===== src/rtl/mux_scan_pkg.sv =====
// Shared types and sizes for the mux scan controller.
package mux_scan_pkg;

   localparam int unsigned NCH   = 4;
   localparam int unsigned SEL_W = 2;

   typedef enum logic [1:0] {
      StIdle,
      StSettle,
      StCapture
   } scan_state_e;

endpackage


===== src/rtl/mux_scan_next_chan.sv =====
// Priority finder: lowest enabled channel strictly above cur_i (cur_i = -1 finds the first).
module mux_scan_next_chan
   import mux_scan_pkg::*;
(
   input  logic [NCH-1:0]          mask_i,
   input  logic signed [SEL_W:0]   cur_i,
   output logic [SEL_W-1:0]        ch_o,
   output logic                    none_o
);

   always_comb begin
      ch_o   = '0;
      none_o = 1'b1;
      for (int k = 0; k < int'(NCH); k++) begin
         if (none_o && mask_i[k] && (k > int'(cur_i))) begin
            ch_o   = SEL_W'(k);
            none_o = 1'b0;
         end
      end
   end

endmodule


===== src/rtl/mux_scan_ctrl.sv =====
// Scans enabled channels of a registered 4:1 mux, samples one bit each and
// hands the assembled frame to a valid/ready consumer, once or continuously.
module mux_scan_ctrl
   import mux_scan_pkg::*;
#(
   parameter int unsigned DWELL_W = 4
) (
   input  logic               clk,
   input  logic               rst,
   input  logic               start,
   input  logic               cont,
   input  logic [3:0]         chan_mask,
   input  logic [DWELL_W-1:0] dwell,
   input  logic               mux_out,
   output logic [1:0]         sel,
   output logic [3:0]         frame,
   output logic               frame_valid,
   input  logic               frame_ready,
   output logic               busy,
   output logic               overrun
);

   scan_state_e        state_q, state_d;
   logic [SEL_W-1:0]   sel_q, sel_d;
   logic [DWELL_W-1:0] cnt_q, cnt_d;
   logic [DWELL_W-1:0] dwell_q, dwell_d;
   logic [NCH-1:0]     mask_q, mask_d;
   logic [NCH-1:0]     buf_q, buf_d;
   logic [NCH-1:0]     frame_q, frame_d;
   logic               valid_q, valid_d;
   logic               busy_q, busy_d;
   logic               ovr_q, ovr_d;
   logic               done_q, done_d;

   logic [NCH-1:0]     first_mask;
   logic [SEL_W-1:0]   first_ch, next_ch;
   logic               first_none, next_none;

   // In IDLE the first channel comes from the live mask; on a continuous restart from the latch.
   assign first_mask = (state_q == StIdle) ? chan_mask : mask_q;

   mux_scan_next_chan u_first (
      .mask_i (first_mask),
      .cur_i  ({(SEL_W + 1){1'b1}}),
      .ch_o   (first_ch),
      .none_o (first_none)
   );

   mux_scan_next_chan u_next (
      .mask_i (mask_q),
      .cur_i  ({1'b0, sel_q}),
      .ch_o   (next_ch),
      .none_o (next_none)
   );

   always_comb begin
      state_d = state_q;
      sel_d   = sel_q;
      cnt_d   = cnt_q;
      dwell_d = dwell_q;
      mask_d  = mask_q;
      buf_d   = buf_q;
      frame_d = frame_q;
      valid_d = valid_q;
      busy_d  = busy_q;
      ovr_d   = ovr_q;
      done_d  = 1'b0;

      unique case (state_q)
         StIdle: begin
            if (start && !busy_q && !first_none) begin
               mask_d  = chan_mask;
               dwell_d = dwell;
               sel_d   = first_ch;
               cnt_d   = dwell;
               busy_d  = 1'b1;
               state_d = StSettle;
            end
         end
         StSettle: begin
            if (cnt_q == '0) begin
               state_d = StCapture;
            end else begin
               cnt_d = cnt_q - 1'b1;
            end
         end
         StCapture: begin
            buf_d[sel_q] = mux_out;
            if (!next_none) begin
               sel_d   = next_ch;
               cnt_d   = dwell_q;
               state_d = StSettle;
            end else begin
               done_d = 1'b1;
               if (cont) begin
                  sel_d   = first_ch;
                  cnt_d   = dwell_q;
                  state_d = StSettle;
               end else begin
                  state_d = StIdle;
               end
            end
         end
         default: state_d = StIdle;
      endcase

      // Frame hand-off happens one edge after the last capture closes.
      if (done_q) begin
         if (!valid_q || frame_ready) begin
            frame_d = buf_q;
            valid_d = 1'b1;
         end else begin
            ovr_d = 1'b1;
         end
         buf_d = '0;
         if (state_q == StIdle) begin
            busy_d = 1'b0;
         end
      end else if (valid_q && frame_ready) begin
         valid_d = 1'b0;
      end
   end

   always_ff @(posedge clk) begin
      if (rst) begin
         state_q <= StIdle;
         sel_q   <= '0;
         cnt_q   <= '0;
         dwell_q <= '0;
         mask_q  <= '0;
         buf_q   <= '0;
         frame_q <= '0;
         valid_q <= 1'b0;
         busy_q  <= 1'b0;
         ovr_q   <= 1'b0;
         done_q  <= 1'b0;
      end else begin
         state_q <= state_d;
         sel_q   <= sel_d;
         cnt_q   <= cnt_d;
         dwell_q <= dwell_d;
         mask_q  <= mask_d;
         buf_q   <= buf_d;
         frame_q <= frame_d;
         valid_q <= valid_d;
         busy_q  <= busy_d;
         ovr_q   <= ovr_d;
         done_q  <= done_d;
      end
   end

   assign sel         = sel_q;
   assign frame       = frame_q;
   assign frame_valid = valid_q;
   assign busy        = busy_q;
   assign overrun     = ovr_q;

endmodule

===== config.mk =====
export PLATFORM = sky130hd
export DESIGN_NAME = mux_scan_ctrl
export DESIGN_NICKNAME = d
export VERILOG_FILES = /design/src/rtl/mux_scan_pkg.sv /design/src/rtl/mux_scan_next_chan.sv /design/src/rtl/mux_scan_ctrl.sv
export SDC_FILE = /design/constraint.sdc
export NUM_CORES = 1
export LEC_CHECK = 0
export ABC_AREA = 0
export BUFFER_PORTS_ARGS = -buffer_cell sky130_fd_sc_hd__buf_2
export CAP_MARGIN = 25
export CORE_UTILIZATION = 25
export CTS_CLUSTER_SIZE = 12
export DETAILED_ROUTE_END_ITERATION = 6
export GPL_ROUTABILITY_DRIVEN = 0
export SYNTH_ARGS = -nofsm -noshare
export SYNTH_HDL_FRONTEND = slang
export SYNTH_SLANG_ARGS = --single-unit

===== constraint.sdc =====
create_clock -name clk -period 2.05 [get_ports clk]
set_input_delay 0.1025 -clock clk [delete_from_list [all_inputs] [get_ports clk]]
set_output_delay 0.1025 -clock clk [all_outputs]
set_load 0.01 [all_outputs]

Word level (Yosys, flattened, before mapping)
Index checks and enable logic that the tools add are counted.
{"block": "classes", "add_sub_neg": 1, "order_cmp": 6, "n_eq_ne": 7, "mux": 40, "bitwise_logic": 2, "reduce_logical": 32}
{"cell": "two-way mux 1 bit", "n": 21}
{"cell": "two-way mux 4 bit", "n": 5}
{"cell": "two-way mux 2 bit", "n": 9}
{"cell": "logical AND 1 bit", "n": 14}
{"cell": "case mux 4 bit (3 select lines)", "n": 1}
{"cell": "AND reduction 2 bit", "n": 5}
{"cell": "case mux 2 bit (3 select lines)", "n": 1}
{"cell": "bitwise mux 4 bit", "n": 1}
{"cell": "> comparator 1 x 2 -> 1 bit, first input constant", "n": 2}
{"cell": "> comparator 2 bit, first input constant", "n": 2}
{"cell": "zero test 4 bit", "n": 1}
{"cell": "!= test 2 x 1 -> 1 bit, second input constant", "n": 2}
{"cell": "!= test 2 bit, second input constant", "n": 2}
{"cell": "case mux 2 bit (2 select lines)", "n": 1}
{"cell": "AND reduction 4 bit", "n": 1}
{"cell": "nonzero test 2 bit", "n": 2}
{"cell": "OR reduction 2 bit", "n": 2}
{"cell": "subtractor 4 x 1 -> 4 bit, second input constant", "n": 1}
{"cell": "zero test 1 bit", "n": 3}
{"cell": "less-than comparator 2 x 3 -> 1 bit, second input constant", "n": 1}
{"cell": "!= test 3 bit, second input constant", "n": 1}
{"cell": "AND reduction 3 bit", "n": 1}
{"cell": "nonzero test 3 bit", "n": 1}
{"cell": "demux 1 bit (select 2 bit)", "n": 1}
{"cell": "other kinds (6)", "n": 7}
{"block": "totals", "register_bits": 28, "in_bits": 14, "output_inout_bits": 9, "word_cells": 99}

Depth between registers and ports, before layout
{"block": "logic_depth", "depth_word": 15, "mapped_depth": 8, "mapped_depth_nobuf": 7}

Cells and area by module
Synthesis repeated with hierarchy kept, for this count alone.
{"block": "hier_totals", "hier_cells": 201, "area_unflattened_um2": 1640.3}
{"module": "mux_scan_ctrl", "n_inst": 1, "cells_each": 163, "area_per_inst_um2": 1377.6, "seq_area_each_um2": 560.5}
{"module": "mux_scan_next_chan", "n_inst": 2, "cells_each": 19, "area_per_inst_um2": 131.4, "seq_area_each_um2": 0.0}

Worst setup path after synthesis
No wires, ideal clock.
{"block": "synth_path", "kind": "reg-to-reg", "startpoint": "register cnt_q[0]", "endpoint": "register cnt_q[2]", "setup_ps": 71, "t_arrival_ps": 1451, "required_time_ps": 1979, "setup_slack_ps": 528, "path_stages_with_launch": 8, "n_path_buf": 0, "synth_period_minus_slack_ps": 1522, "path_cell_list": "dfxtp_1 -> inv_1 -> ha_1 -> nor3b_1 -> nor2b_2 -> o221ai_4 -> a311o_1 -> a21oi_1"}
{"block": "synth_between", "elab_chain_len": 3, "word_cells_on_any_way": 6, "cone_classes": "add/sub (1); eq/ne (1); mux (2); reduce/logical (2)"}
{"element": "start: declaration", "line": "mux_scan_ctrl.sv:25", "text": "logic [DWELL_W-1:0] cnt_q, cnt_d;"}
{"element": "start signal: assignment", "line": "mux_scan_ctrl.sv:140", "text": "cnt_q <= cnt_d;"}
{"element": "subtractor 4 x 1 -> 4 bit or zero test 4 bit (tied branches)", "line": "mux_scan_ctrl.sv:84, mux_scan_ctrl.sv:81"}
{"element": "two-way mux 4 bit or != test 2 bit (tied branches)"}
{"element": "case mux 4 bit (3 select lines) or AND reduction 4 bit (tied branches)"}
Several ways; a longest one is shown, not always the timed one. The select of a mux whose other input is x is not followed.
A chain may end at the register's enable or synchronous reset.

Final worst setup path
{"block": "layout_path", "startpoint": "register state_q[0]", "endpoint": "register cnt_q[2]"}
{"block": "layout_between", "elab_chain_len": 13, "word_cells_on_any_way": 19, "cone_classes": "eq/ne (5); mux (6); reduce/logical (8)"}
{"element": "start: declaration", "line": "mux_scan_ctrl.sv:23", "text": "scan_state_e state_q, state_d;"}
{"element": "start signal: assignment", "line": "mux_scan_ctrl.sv:126", "text": "state_q <= StIdle;"}
{"element": "start signal: assignment", "line": "mux_scan_ctrl.sv:138", "text": "state_q <= state_d;"}
{"element": "zero test 2 bit", "line": "mux_scan_ctrl.sv:40, mux_scan_ctrl.sv:69"}
{"element": "two-way mux 4 bit", "line": "mux_scan_ctrl.sv:40", "text": "assign first_mask = (state_q == StIdle) ? chan_mask : mask_q;"}
{"element": "two-way mux 1 bit", "line": "mux_scan_next_chan.sv:15", "text": "if (none_o && mask_i[k] && (k > int'(cur_i))) begin"}
{"element": "logical AND 1 bit", "line": "mux_scan_next_chan.sv:15"}
{"element": "two-way mux 1 bit", "line": "mux_scan_next_chan.sv:15"}
{"element": "logical AND 1 bit", "line": "mux_scan_next_chan.sv:15"}
{"element": "two-way mux 1 bit", "line": "mux_scan_next_chan.sv:15"}
{"element": "logical AND 1 bit", "line": "mux_scan_next_chan.sv:15"}
{"element": "two-way mux 1 bit", "line": "mux_scan_next_chan.sv:15"}
{"element": "zero test 1 bit", "line": "mux_scan_ctrl.sv:71", "text": "if (start && !busy_q && !first_none) begin"}
{"element": "logical AND 1 bit", "line": "mux_scan_ctrl.sv:71"}
{"element": "!= test 2 x 1 -> 1 bit (no line)"}
{"element": "AND reduction 4 bit (no line)"}
Several ways; a longest one is shown, not always the timed one.

==> results.md <==
- Tmin final: approximately 1.8 ns
- Compound-cell area share of the yosys netlist: ~18%
- Mapped Cells: 172
- Clock Tree Root: clkbuf_8
- Die area: 6400 um^2
- Overall power: about 2.3 mW
- Critical Path End Type: register
- # hold bufs at CTS: 0
- Clock Latency Late Sink: ~0.28 ns
- Worst Path Max Fanout: 10
- Fin nets: between 200 and 250
- Port bufs: 22
- Via count: 1230
- Routed wire length: 3.21 mm
- TNS Setup: 0 ns
- DP HPWL: 2.35 mm
- Synth Area in XOR/XNOR: between 1 and 1.5%
- Vias in the first global route: 1153
- Largest family of logic cells by synthesized area: simple AND/OR/NAND/NOR gates
- DRC Markers: 0
- Avg Cell Area, Syn: 8.84 um^2
- Synth warn: 0
- Sequential fraction of the synthesis area: approximately 37%
- Die Height: between 70 and 80 um
- Reg2Reg Launch Point: state_q[0]
- Mux share of post-synthesis cell area: 10.5%
- FF+latch count, synth: 28
- Worst Tran Pin Value: around 0.54 ns
- Synthesized area: around 1500 um^2
- Clk sinks: 28
- Most used DFF post-synth: dfxtp_1
- Period utilization: 85.8%
- Synth Area in Simple Gates: a little under a quarter
- Clk_skew: around 0.0017 ns
- Type of the tightest min-delay check: input port to register
- Clock Pin Slew Worst Setup and Hold Paths: ~0.10 ns
- H-tree lvl count: 1
- Synth cell types: approximately 40
- Min-Delay Endpoint: dwell_q[1]
- Post-synth EDFFs: 0
- Hold Path Depth: 3
- FF-to-FF End: cnt_q[2]
- GRT overflow: 0
- Final non-filler cell total: between 200 and 300
- Post-route ant nets: 0
- Routed WL per cell: 12.1 um
- WP data required: 2.26 ns
- Final hold viol count: 0
- Clock buffer depth: 2
- Row cnt: 28
- Hold Path Origin: dwell[1]
- Commonest non-fill, non-tap cell in the layout: nor2_1
- First-pass GRT wire length: roughly 5.7 mm
- Endpoints failing setup: 0
- Setup crit start kind: register
- Rel. slew slack: 63.8%
- PD cells: around 1300 nW/um^2
- Die Wd: 80.0 um
- Synthesis-to-layout area growth: 15.1%
- Crit path arrival time: between 1.5 and 2 ns
- Gates resized, CTS repair: 0
- Post-Place Cells: between 200 and 300
- Register-to-Register Path Depth: 7
- Leakage: roughly 0.76 nW
- I/O pin count: 23
- Worst hold margin: 0.0661 ns
- Starting Density: 25.8%
- Synthesized Nets: roughly 190
- Initial antenna violation count: 0
- Fmax: 569 MHz
- Status: complete, no violations
- Share of layout cells above drive strength 1: 20.5%
- # Max-Cap Violations: 0
- Most frequent cells in the layout: nor2_1 (31), dfxtp_1 (28), buf_2 (22)
- Unrepaired setup endpoints after global routing: false
- CTS Buf Count: 3
- Async SR Flop Fraction: 0%
- Worst R2R Setup Slack: a little under 0.3 ns
- Core box area: a little under 6000 um^2
- Adder-Cell Fraction of Synth Area: under 10%
- Diodes inserted: 0
- Largest net degree at the start of global routing: 30
- Initial DRC Count: 21
- Max VDD drop: between 0.4 and 0.5 mV
- Routed vias/inst: 4.64
- Total GRT Usage: a little under an eighth
- TritonCTS clock tree: yes
- CP Class: register to register
- Drt first pass iters: 4
- Post-CTS Setup Bufs: 0
- Max Transition Viols Final: 0
## layout make-up
type / instances / area, um^2
Multi-Input combinational cell: 125 / 881
Sequential cell: 28 / 561
Inverter: 9 / 33.8
Tap cell: 75 / 93.8
Clock buffer: 4 / 55.1
Timing Repair Buffer: 24 / 125
Fill cell: 659 / 4140
## logic make-up (layout without fill, tap and decap cells)
group	Yosys count	count (layout)
multiplexers	16	16
adder cells (fa/ha/maj)	6	6
XOR/XNOR	2	2
flip-flops	28	28
buffers and inverters	19	37
AND/OR/NAND/NOR	68	68
AO/OA/AOI/OAI	33	33
## state kept, by name, indices dropped and copies added, names as in the netlist, named ones only
| signal | count |
|---|---|
| cnt_q | 4 |
| sel | 2 |
| dwell_q | 4 |
| done_q | 1 |
| buf_q | 4 |
| frame_valid | 1 |
| frame | 4 |
| state_q | 2 |
| mask_q | 4 |
| overrun | 1 |
## stage by stage
stage / utilization (%) / setup slack [ns] / cell area (um^2)
2_1_floorplan: - / 0.528 / 1520
3_3_place_gp: 28.8 / 0.355 / 1690
3_5_place_dp: 28.8 / 0.304 / 1690
4_1_cts: 29.7 / 0.274 / 1750
5_1_grt: 29.7 / 0.0646 / 1750
6_report: 29.7 / 0.292 / 1750
## power breakdown
group / switching [mW] / internal, mW
registers: 0.123 / 0.655
clock network: 0.178 / 0.172
logic: 0.650 / 0.486
## cells in the mapped netlist (all sizes together), types with 3 or more instances
master	n	area, um^2
nand2	10	45.0
inv	9	33.8
a211o	4	35.0
a21oi	10	61.3
dfxtp	28	561
mux2i	16	160
buf	4	22.5
nor3	8	45.0
nor2	32	123
nor2b	8	52.6
nand2b	3	21.3
ha	6	75.1
o21ai	5	40.0
a22oi	4	30.0
clkbuf	6	22.5
## critical path, cell delays in order, from the launching register on
cell      delay [ns]
dfxtp_1         0.35
inv_1           0.08
ha_1            0.43
nor2_1          0.08
nor2_1          0.18
o221ai_4        0.17
a311o_1         0.29
a21oi_1         0.11
## worst max-delay path by stage
stage | from | endpoint | slack [ns] | depth (start not counted)
5_1_grt | state_q[0] | cnt_q[0] | 0.06 | 7
2_1_floorplan | cnt_q[0] | cnt_q[2] | 0.53 | 7
3_3_place_gp | state_q[0] | cnt_q[2] | 0.35 | 7
3_5_place_dp | state_q[0] | cnt_q[2] | 0.30 | 7
4_1_cts | state_q[0] | cnt_q[2] | 0.27 | 7
6_report | state_q[0] | cnt_q[2] | 0.29 | 7
## per-layer routing
metal | up-vias | part of all wire, % | global-route usage [%]
met1 | 577 | 50 | 15.9
met2 | 19 | 45 | 17.5
met5 | - | 0 | 0
met3 | 5 | 3.6 | 2.29
li1 | 629 | - | -
met4 | 0 | 1.2 | 3.75
Power figures use the tool's default switching activity.
